**src/rtl/nvdla_matrix_streamer.sv**
```systemverilog
// nvdla_matrix_streamer
// Reads a row-major 16-bit fixed-point matrix from SRAM (one 128-bit word per
// beat) and streams it as 8-lane beats on a valid/ready producer port. A small
// output FIFO with a credit check absorbs the one-cycle SRAM read latency.
// Lanes past the end of a row are zeroed in the last beat of every row.
module nvdla_matrix_streamer #(
   parameter int MAX_DIM    = 256,
   parameter int FIFO_DEPTH = 4,
   parameter int ADDR_W     = 32
) (
   input  logic              clk,
   input  logic              rst_n,
   input  logic              start,
   input  logic [ADDR_W-1:0] base_addr,
   input  logic [ADDR_W-1:0] row_stride,
   input  logic [31:0]       rows,
   input  logic [31:0]       cols,
   output logic              mem_rd_en,
   output logic [ADDR_W-1:0] mem_rd_addr,
   input  logic [127:0]      mem_rd_data,
   output logic              out_valid,
   output logic [31:0]       out_addr,
   output logic [127:0]      out_data,
   input  logic              out_ready,
   output logic              busy,
   output logic              done,
   output logic              error
);

   localparam int PW = $clog2(FIFO_DEPTH);
   localparam int CW = PW + 1;

   typedef enum logic [2:0] {
      S_IDLE, S_CHECK, S_RUN, S_DRAIN, S_DONE, S_ERROR
   } state_t;

   state_t            r_state;
   logic              r_busy, r_done, r_error;
   logic [ADDR_W-1:0] r_base, r_stride, r_row_addr;
   logic [31:0]       r_rows, r_cols, r_bpr, r_row, r_beat, r_elem_base;

   // Read in flight: its beat address and how many lanes carry real elements
   logic              r_inflight;
   logic [31:0]       r_inf_addr;
   logic [3:0]        r_inf_lanes;

   logic [127:0]      r_fifo_data [FIFO_DEPTH];
   logic [31:0]       r_fifo_addr [FIFO_DEPTH];
   logic [PW-1:0]     r_wr_ptr, r_rd_ptr;
   logic [CW-1:0]     r_count;

   logic              w_pop, w_push, w_rd_en, w_credit_ok, w_last_beat, w_last_row;
   logic [CW:0]       w_occ;
   logic [3:0]        w_lanes;
   logic [127:0]      w_push_data;

   assign w_pop       = (r_count != '0) && out_ready;
   assign w_push      = r_inflight;
   assign w_occ       = {1'b0, r_count} + (CW+1)'(r_inflight) - (CW+1)'(w_pop);
   assign w_credit_ok = w_occ < (CW+1)'(FIFO_DEPTH);
   assign w_rd_en     = (r_state == S_RUN) && w_credit_ok;
   assign w_last_beat = (r_beat == r_bpr - 32'd1);
   assign w_last_row  = (r_row == r_rows - 32'd1);
   assign w_lanes     = (w_last_beat && r_cols[2:0] != 3'd0) ? {1'b0, r_cols[2:0]} : 4'd8;

   assign mem_rd_en   = w_rd_en;
   assign mem_rd_addr = w_rd_en ? (r_row_addr + ADDR_W'(r_beat)) : '0;
   assign out_valid   = (r_count != '0);
   assign out_data    = out_valid ? r_fifo_data[r_rd_ptr] : '0;
   assign out_addr    = out_valid ? r_fifo_addr[r_rd_ptr] : '0;
   assign busy        = r_busy;
   assign done        = r_done;
   assign error       = r_error;

   // Zero the lanes beyond the row end as the returning word enters the FIFO
   always_comb begin
      // NOTE: every combinationally-assigned variable gets a default first so no latch is inferred.
      w_push_data = mem_rd_data;
      for (int i = 0; i < 8; i++) begin
         if (4'(i) >= r_inf_lanes) w_push_data[i*16 +: 16] = 16'h0000;
      end
   end

   // Control FSM: config latch, validation, read sequencing and completion
   always_ff @(posedge clk or negedge rst_n) begin
      // NOTE: state is updated with non-blocking assignments so every register samples pre-edge values.
      if (!rst_n) begin
         r_state     <= S_IDLE;
         r_busy      <= 1'b0;
         r_done      <= 1'b0;
         r_error     <= 1'b0;
         r_base      <= '0;
         r_stride    <= '0;
         r_rows      <= '0;
         r_cols      <= '0;
         r_bpr       <= '0;
         r_row       <= '0;
         r_beat      <= '0;
         r_row_addr  <= '0;
         r_elem_base <= '0;
      end else begin
         case (r_state)
            S_IDLE: begin
               r_done <= 1'b0;
               if (start) begin
                  r_base   <= base_addr;
                  r_stride <= row_stride;
                  r_rows   <= rows;
                  r_cols   <= cols;
                  r_error  <= 1'b0;
                  r_busy   <= 1'b1;
                  r_state  <= S_CHECK;
               end
            end
            S_CHECK: begin
               if (r_rows == '0 || r_cols == '0 ||
                   r_rows > 32'(MAX_DIM) || r_cols > 32'(MAX_DIM)) begin
                  r_error <= 1'b1;
                  r_busy  <= 1'b0;
                  r_state <= S_ERROR;
               end else begin
                  r_bpr       <= (r_cols + 32'd7) >> 3;
                  r_row       <= '0;
                  r_beat      <= '0;
                  r_row_addr  <= r_base;
                  r_elem_base <= '0;
                  r_state     <= S_RUN;
               end
            end
            S_RUN: begin
               if (w_rd_en) begin
                  if (w_last_beat) begin
                     r_beat <= '0;
                     if (w_last_row) begin
                        r_state <= S_DRAIN;
                     end else begin
                        r_row       <= r_row + 32'd1;
                        r_row_addr  <= r_row_addr + r_stride;
                        r_elem_base <= r_elem_base + r_cols;
                     end
                  end else begin
                     r_beat <= r_beat + 32'd1;
                  end
               end
            end
            S_DRAIN: begin
               // Finish on the cycle the final beat leaves so done follows it by one cycle
               if (!r_inflight && (r_count == '0 || (r_count == CW'(1) && w_pop))) begin
                  r_done  <= 1'b1;
                  r_busy  <= 1'b0;
                  r_state <= S_DONE;
               end
            end
            S_DONE: begin
               r_done  <= 1'b0;
               r_state <= S_IDLE;
            end
            S_ERROR: r_state <= S_IDLE;
            default: r_state <= S_IDLE;
         endcase
      end
   end

   // Track the outstanding read and the FIFO pointers/occupancy
   always_ff @(posedge clk or negedge rst_n) begin
      if (!rst_n) begin
         r_inflight  <= 1'b0;
         r_inf_addr  <= '0;
         r_inf_lanes <= '0;
         r_wr_ptr    <= '0;
         r_rd_ptr    <= '0;
         r_count     <= '0;
      end else begin
         r_inflight <= w_rd_en;
         if (w_rd_en) begin
            r_inf_addr  <= r_elem_base + {r_beat[28:0], 3'b000};
            r_inf_lanes <= w_lanes;
         end
         if (w_push) r_wr_ptr <= r_wr_ptr + PW'(1);
         if (w_pop)  r_rd_ptr <= r_rd_ptr + PW'(1);
         case ({w_push, w_pop})
            2'b10:   r_count <= r_count + CW'(1);
            2'b01:   r_count <= r_count - CW'(1);
            default: r_count <= r_count;
         endcase
      end
   end

   // FIFO storage write port
   always_ff @(posedge clk) begin
      // NOTE: storage is left unreset; occupancy gates every read of it, so reset need only clear the count.
      if (w_push) begin
         r_fifo_data[r_wr_ptr] <= w_push_data;
         r_fifo_addr[r_wr_ptr] <= r_inf_addr;
      end
   end

endmodule
```
**config.mk**
```make
export PLATFORM = sky130hd
export DESIGN_NAME = nvdla_matrix_streamer
export DESIGN_NICKNAME = d
export VERILOG_FILES = /design/src/rtl/nvdla_matrix_streamer.sv
export SDC_FILE = /design/constraint.sdc
export NUM_CORES = 2
export LEC_CHECK = 0
export ABC_AREA = 1
export CORE_MARGIN = 2
export CORE_UTILIZATION = 63
export CTS_CLUSTER_SIZE = 40
export DETAILED_ROUTE_END_ITERATION = 6
export GPL_ROUTABILITY_DRIVEN = 0
export PLACE_DENSITY = 0.87
export SYNTH_ARGS = -nofsm -noshare
export SYNTH_HDL_FRONTEND = slang
export SYNTH_SLANG_ARGS = --single-unit
```
**constraint.sdc**
```tcl
create_clock -name clk -period 6.79 [get_ports clk]
set_clock_uncertainty 0.2 [all_clocks]
set_input_delay 0.679 -clock clk [delete_from_list [all_inputs] [get_ports clk]]
set_output_delay 0.679 -clock clk [all_outputs]
set_load 0.05 [all_outputs]
```
# Word level (Yosys, flattened, before mapping)
# Memories as Yosys holds them, arrays and structs flattened.
# Cells that the tools add are included.
# Widths: inputs -> output; s select.
word_totals:
  input_bits: 260
  wordCells: 143
  output_inout_bits: 197
  regBits: 335
  ram_bits: 640
  n_memories: 2
memory_table:
  columns: ["name", "depth", "width", "read_ports", "rd_clocked_by_memory_dff", "wr", "line", "text"]
  rows:
  - ["r_fifo_data", 4, 128, 1, 0, 1, "47", "logic [127:0] r_fifo_data [FIFO_DEPTH];"]
  - ["r_fifo_addr", 4, 32, 1, 0, 1, "48", "logic [31:0] r_fifo_addr [FIFO_DEPTH];"]
classes:
  n_bitwise: 1
  mux: 48
  order_cmp: 11
  n_addsub: 15
  reduce_logical: 30
  eq_ne: 17
ops:
  columns: ["op", "n"]
  rows:
  - ["$mux 32", 15]
  - ["$pmux 32 s2", 4]
  - ["$add 32x32->32", 4]
  - ["$mux 128", 1]
  - ["$mux 16", 8]
  - ["$add 32x1->32 const B", 2]
  - ["$eq 32x32->1", 2]
  - ["$gt 32x9->1 const B", 2]
  - ["$logic_not 32->1", 2]
  - ["$add 32x3->32 const B", 1]
  - ["$sub 32x1->32 const B", 1]
  - ["$sub 29x1->30 const B", 1]
  - ["$mux 3", 6]
  - ["$ge 3x4->1 const A", 4]
  - ["$ne 2x2->1 const B", 8]
  - ["$pmux 3 s4", 1]
  - ["$reduce_and 5->1", 2]
  - ["$reduce_bool 3->1", 3]
  - ["$ge 1x4->1 const A", 2]
  - ["$ge 2x4->1 const A", 2]
  - ["$mux 1", 8]
  - ["$reduce_bool 2->1", 4]
  - ["$eq 3x1->1 const B", 2]
  - ["$eq 3x2->1 const B", 2]
  - ["22 further kinds", 35]

# Depth between registers and ports, before layout
logic_depth:
  word_depth: 7
  depth_mapped: 21
  depth_no_buf: 20

# Worst setup path before layout
# OpenSTA, ideal clock, no wires.
synth_path:
  kind: "flip-flop to flip-flop"
  start: "register r_wr_ptr[0]"
  end: "memory r_fifo_addr[2][0] (enable)"
  path_buffers: 0
  path_slack_ns: 2.303
  required_ns: 6.077
  synth_period_minus_slack_ns: 4.487
  arrival_ns: 3.774
  path_stages_with_launch: 5
  setup_time_ns: 0.513
  path_cell_list: "dfrtp_1 -> inv_1 -> ha_1 -> nand2_1 -> inv_1"
synth_lines:
  columns: ["item", "line", "text"]
  rows:
  - ["start: declaration", "49", "logic [PW-1:0] r_wr_ptr, r_rd_ptr;"]
  - ["start signal: assignment", "179", "if (w_push) r_wr_ptr <= r_wr_ptr + PW'(1);"]
  - ["end: declaration", "48", null]
# No word-level cell before the write port.

# Worst setup path in the final report
layout_path:
  start: "register r_count[0]"
  end: "output port mem_rd_addr[25]"
layout_via:
  elab_chain_len: 6
  elab_cells_between_ends: 7
  classes_between: "2 x add/sub; 1 x order compare; 1 x mux; 3 x reduce/logical"
layout_rtl:
  columns: ["item", "line", "text"]
  rows:
  - ["start: declaration", "50", "logic [CW-1:0] r_count;"]
  - ["start signal: assignment", "182", "2'b10: r_count <= r_count + CW'(1);"]
  - ["start signal: assignment", "183", "2'b01: r_count <= r_count - CW'(1);"]
  - ["start signal: assignment", "184", "default: r_count <= r_count;"]
  - ["$reduce_bool 3->1", "57", "assign w_pop = (r_count != '0) && out_ready;"]
  - ["$logic_and 1x1->1", "57", null]
  - ["via w_pop", "52", "logic w_pop, w_push, w_rd_en, w_credit_ok, w_last_beat, w_last_row;"]
  - ["$sub 4x1->4", "59", "assign w_occ = {1'b0, r_count} + (CW+1)'(r_inflight) - (CW+1)'(w_pop);"]
  - ["$lt 4x3->1", "60", "assign w_credit_ok = w_occ < (CW+1)'(FIFO_DEPTH);"]
  - ["$logic_and 1x1->1", "61", "assign w_rd_en = (r_state == S_RUN) && w_credit_ok;"]
  - ["$mux 32", "67", "assign mem_rd_addr = w_rd_en ? (r_row_addr + ADDR_W'(r_beat)) : '0;"]
  - ["end: declaration", "19", "output logic [ADDR_W-1:0] mem_rd_addr,"]
# The timed path passes the listed nets, and every way through them passes these cells.

==> metrics.md <==
| Metric | Value |
|---|---|
| Status | completed |
| Share of total power in combinational logic | between 50% and 60% |
| Final hold vios | 0 |
| Clk sink count | roughly 980 |
| Cell accounting for the most synthesized area | edfxtp_1 |
| Synth cell count leaders | nor2_1, nand2_1, edfxtp_1 |
| Crit Path Class | reg2out |
| Primary FF master, synth | edfxtp_1 |
| Effective utilization at floorplan | 63.85% |
| Fillers | between 5000 and 6000 |
| Number of routed nets with antenna violations | 0 |
| Largest net degree at the start of global routing | 193 |
| Die Ht | 287.4 microns |
| First-pass GRT wire length | 224300 microns |
| Layout cells sized above 1 | 4.240% |
| Post-synth EDFFs | between 600 and 700 |
| Peak Freq | 0.1709 GHz |
| Leakage power | 24.86 nW |
| DRT Pass-1 Iters | 6 |
| Clock Root Buffer | clkbuf_16 |
| Data arrival, critical path | 4.97 ns |
| Clock slew seen by the registers of the worst setup and hold paths | 0.06 ns |
| RSZ-0062 raised after global routing | no |
| CP max FO | 21 |
| Critical Path End Type | primary output |
| H-tree levels | 3 |
| Tcrit/Tclk final | 86.16% |
| Drt wl/cell | around 20 microns |
| Total Power | approximately 29 mW |
| Synth top area share | between 30% and 40% |
| CTS buffer count | 95 |
| Sw Ratio | ~47% |
| Nets@finish | 6641 |
| Post-cts hold buffer count | 1 |
| Vias in the first global route | about 42000 |
| Synth cell types | 55 |
| Fin. max-slew vios | 0 |
| Grt ovf | 0 |
| Maximum vdd drop | a little under 0.0006 V |
| Post-Route WL | 144800 microns |
| Slew margin rel. | around a fifth |
| Initial antenna violation count | 9 |
| Final std cells w/o fill | approximately 7400 |
| Dpl hpwl | about 96000 microns |
| Die ar. | 82610 sq um |
| Tmin final | 5.850 ns |
| Port Buffer Count | 456 |
| Top post-synthesis cells by area | edfxtp_1, dfrtp_1, nor2_1 |
| Io pins | roughly 460 |
| Max_cap viols | 0 |
| Cell Area, Synth | roughly 51000 sq um |
| Post-CTS repair timing setup buffer count | 0 |
| Fin util | 74.81% |
| PwrDens | 495.5 nW/um^2 |
| Setup violations, final | 0 |
| Inst Count DP | 7191 |
| Worst Tran Pin Value | 1.199 ns |
| Fraction of registers with async set/reset | 34.36% |
| Clock latency on the worst-skew pair | 0.68 ns |
| Critical path required time | 5.91 ns |
| Synth warnings | 0 |
| DRT iter0 DRCs | between 5000 and 6000 |
| Core area | 79260 sq um |
| Clock power share | approximately a fifth |
| Post-synthesis sequential area ratio | 54.54% |
| Vias | 43410 |
| Die W | approximately 290 microns |
| Cell with the most instances after synthesis | nor2_1 |
| CTS resizes | 0 |
| Power Internal | 15.49 mW |
| CP Launch Type | flip-flop |
| Num rows | 103 |
| Via-to-Cell Ratio | around 5.9 |
| Syn nets | 6278 |
| Area grow syn2layout | 17.17% |
| Synth Area per Inst | 8.613 sq um |
| Synth Register Bits | roughly 980 |
| Synth Instances | 5876 |
| CTS tree | built |
| Hold Worst Slack | 0.2758 ns |
| Drt drc | 0 |
| CTS Buffer Depth | 3 |
| Flop pwr share | 30.2% |
| Switching power | 13.90 mW |
| Fin Setup TNS | 0 ns |
| Worst min-delay path class | reg2reg |
| Tot GR Track Use | 34.66% |
-- worst max-delay path, stage by stage (launching register included) --
cell and delay [ns]:
dfrtp_1 0.42, inv_1 0.13, ha_1 0.16, inv_1 0.07, nor2_4 0.42, nor2_1 0.20, ha_1 0.23, inv_1 0.06
ha_1 0.22, a21oi_1 0.17, xor2_1 0.17, nand2_1 0.12, nor2_4 0.45, inv_2 0.32, a21oi_1 0.20, o21a_1 0.14
clkdlybuf4s50_1 0.81
-- flip-flops by register name (all words and copies together) (netlist names), 2 cells and up --
register	cells
r_base	32
r_beat	32
r_bpr	29
r_cols	32
r_count	3
r_elem_base	32
r_fifo_addr	128
r_fifo_data	512
r_inf_addr	32
r_inf_lanes	4
r_rd_ptr	2
r_row	32
r_row_addr	32
r_rows	32
r_state	3
r_stride	32
r_wr_ptr	2
-- power groups by stage --
stage / logic, mW / clock network [mW] / registers [mW]
3_5_place_dp: 14.7 / 0 / 8.90
5_1_grt: 16.1 / 5.83 / 8.94
2_1_floorplan: 10.3 / 0 / 8.48
4_1_cts: 14.8 / 5.58 / 8.81
6_report: 15.0 / 5.55 / 8.86
3_3_place_gp: 14.3 / 0 / 8.85
-- metal layers --
| layer | wire length, microns | part of all wire [%] | GRT usage, % | vias to the layer above |
|---|---|---|---|---|
| met2 | 68220 | 47 | 56.45 | 2455 |
| met3 | 15350 | 11 | 6.651 | 475 |
| li1 | - | - | - | 20200 |
| met4 | 8468 | 5.8 | 18.68 | 6 |
| met1 | 52700 | 36 | 44.03 | 20270 |
| met5 | 41 | 0.028 | 0 | - |
-- metrics by stage --
stage	instance area, sq um	setup WS, ns
3_3_place_gp	55920	1.244
5_1_grt	59290	0.6129
3_5_place_dp	55920	1.110
4_1_cts	59280	0.8980
6_report	59300	0.9397
2_1_floorplan	50610	2.303
-- layout by cell type, fill, tap and decap left out, types with 22 or more instances in the layout --
master	netlist	routed
a21oi_1	356	356
buf_4	0	29
clkbuf_16	0	97
clkdlybuf4s50_1	0	454
clkinv_2	0	22
dfrtp_1	335	333
edfxtp_1	640	640
ha_1	138	138
inv_1	489	482
nand2_1	1218	1218
nand3_1	195	195
nand4_1	71	71
nor2_1	1224	1219
nor3_1	57	55
o21ai_0	554	554
or2_2	29	29
xnor2_1	64	64
xor2_1	105	105
-- logic make-up after synthesis --
group	count (synthesis)	share of synthesized area [%]
AND/OR/NAND/NOR	2863	22.91
XOR/XNOR	169	2.925
AO/OA/AOI/OAI	1009	10.49
buffers and inverters	718	5.563
adder cells (fa/ha/maj)	142	3.570
flip-flops	975	54.54
-- worst paths after layout --
path | startpoint | end | slack (ns) | cells past startpoint
worst max-delay path | r_count[0] | mem_rd_addr[25] | 0.94 | 16
worst min-delay path | r_base[25] | r_base[25] | 0.28 | 2
worst max register to register | r_count[0] | r_elem_base[29] | 1.15 | 20
worst min register to register | r_base[25] | r_base[25] | 0.28 | 2
max in group asynchronous | rst_n | r_bpr[20] | 4.31 | 3
min in group asynchronous | rst_n | r_rows[29] | 0.50 | 2
-- layout make-up --
cell class,count,area [sq um],share of cell area (%)
diodes,8,20.02,0.03376
clock buffers,120,2594,4.374
clock inverters,59,750.7,1.266
inverters,495,1891,3.188
multi-input cells,4183,20250,34.15
flip-flops and latches,975,27610,46.56
well taps,1050,1314,2.216
repair buffers,489,4867,8.208
No activity file was read; power rests on OpenSTA's default activity.
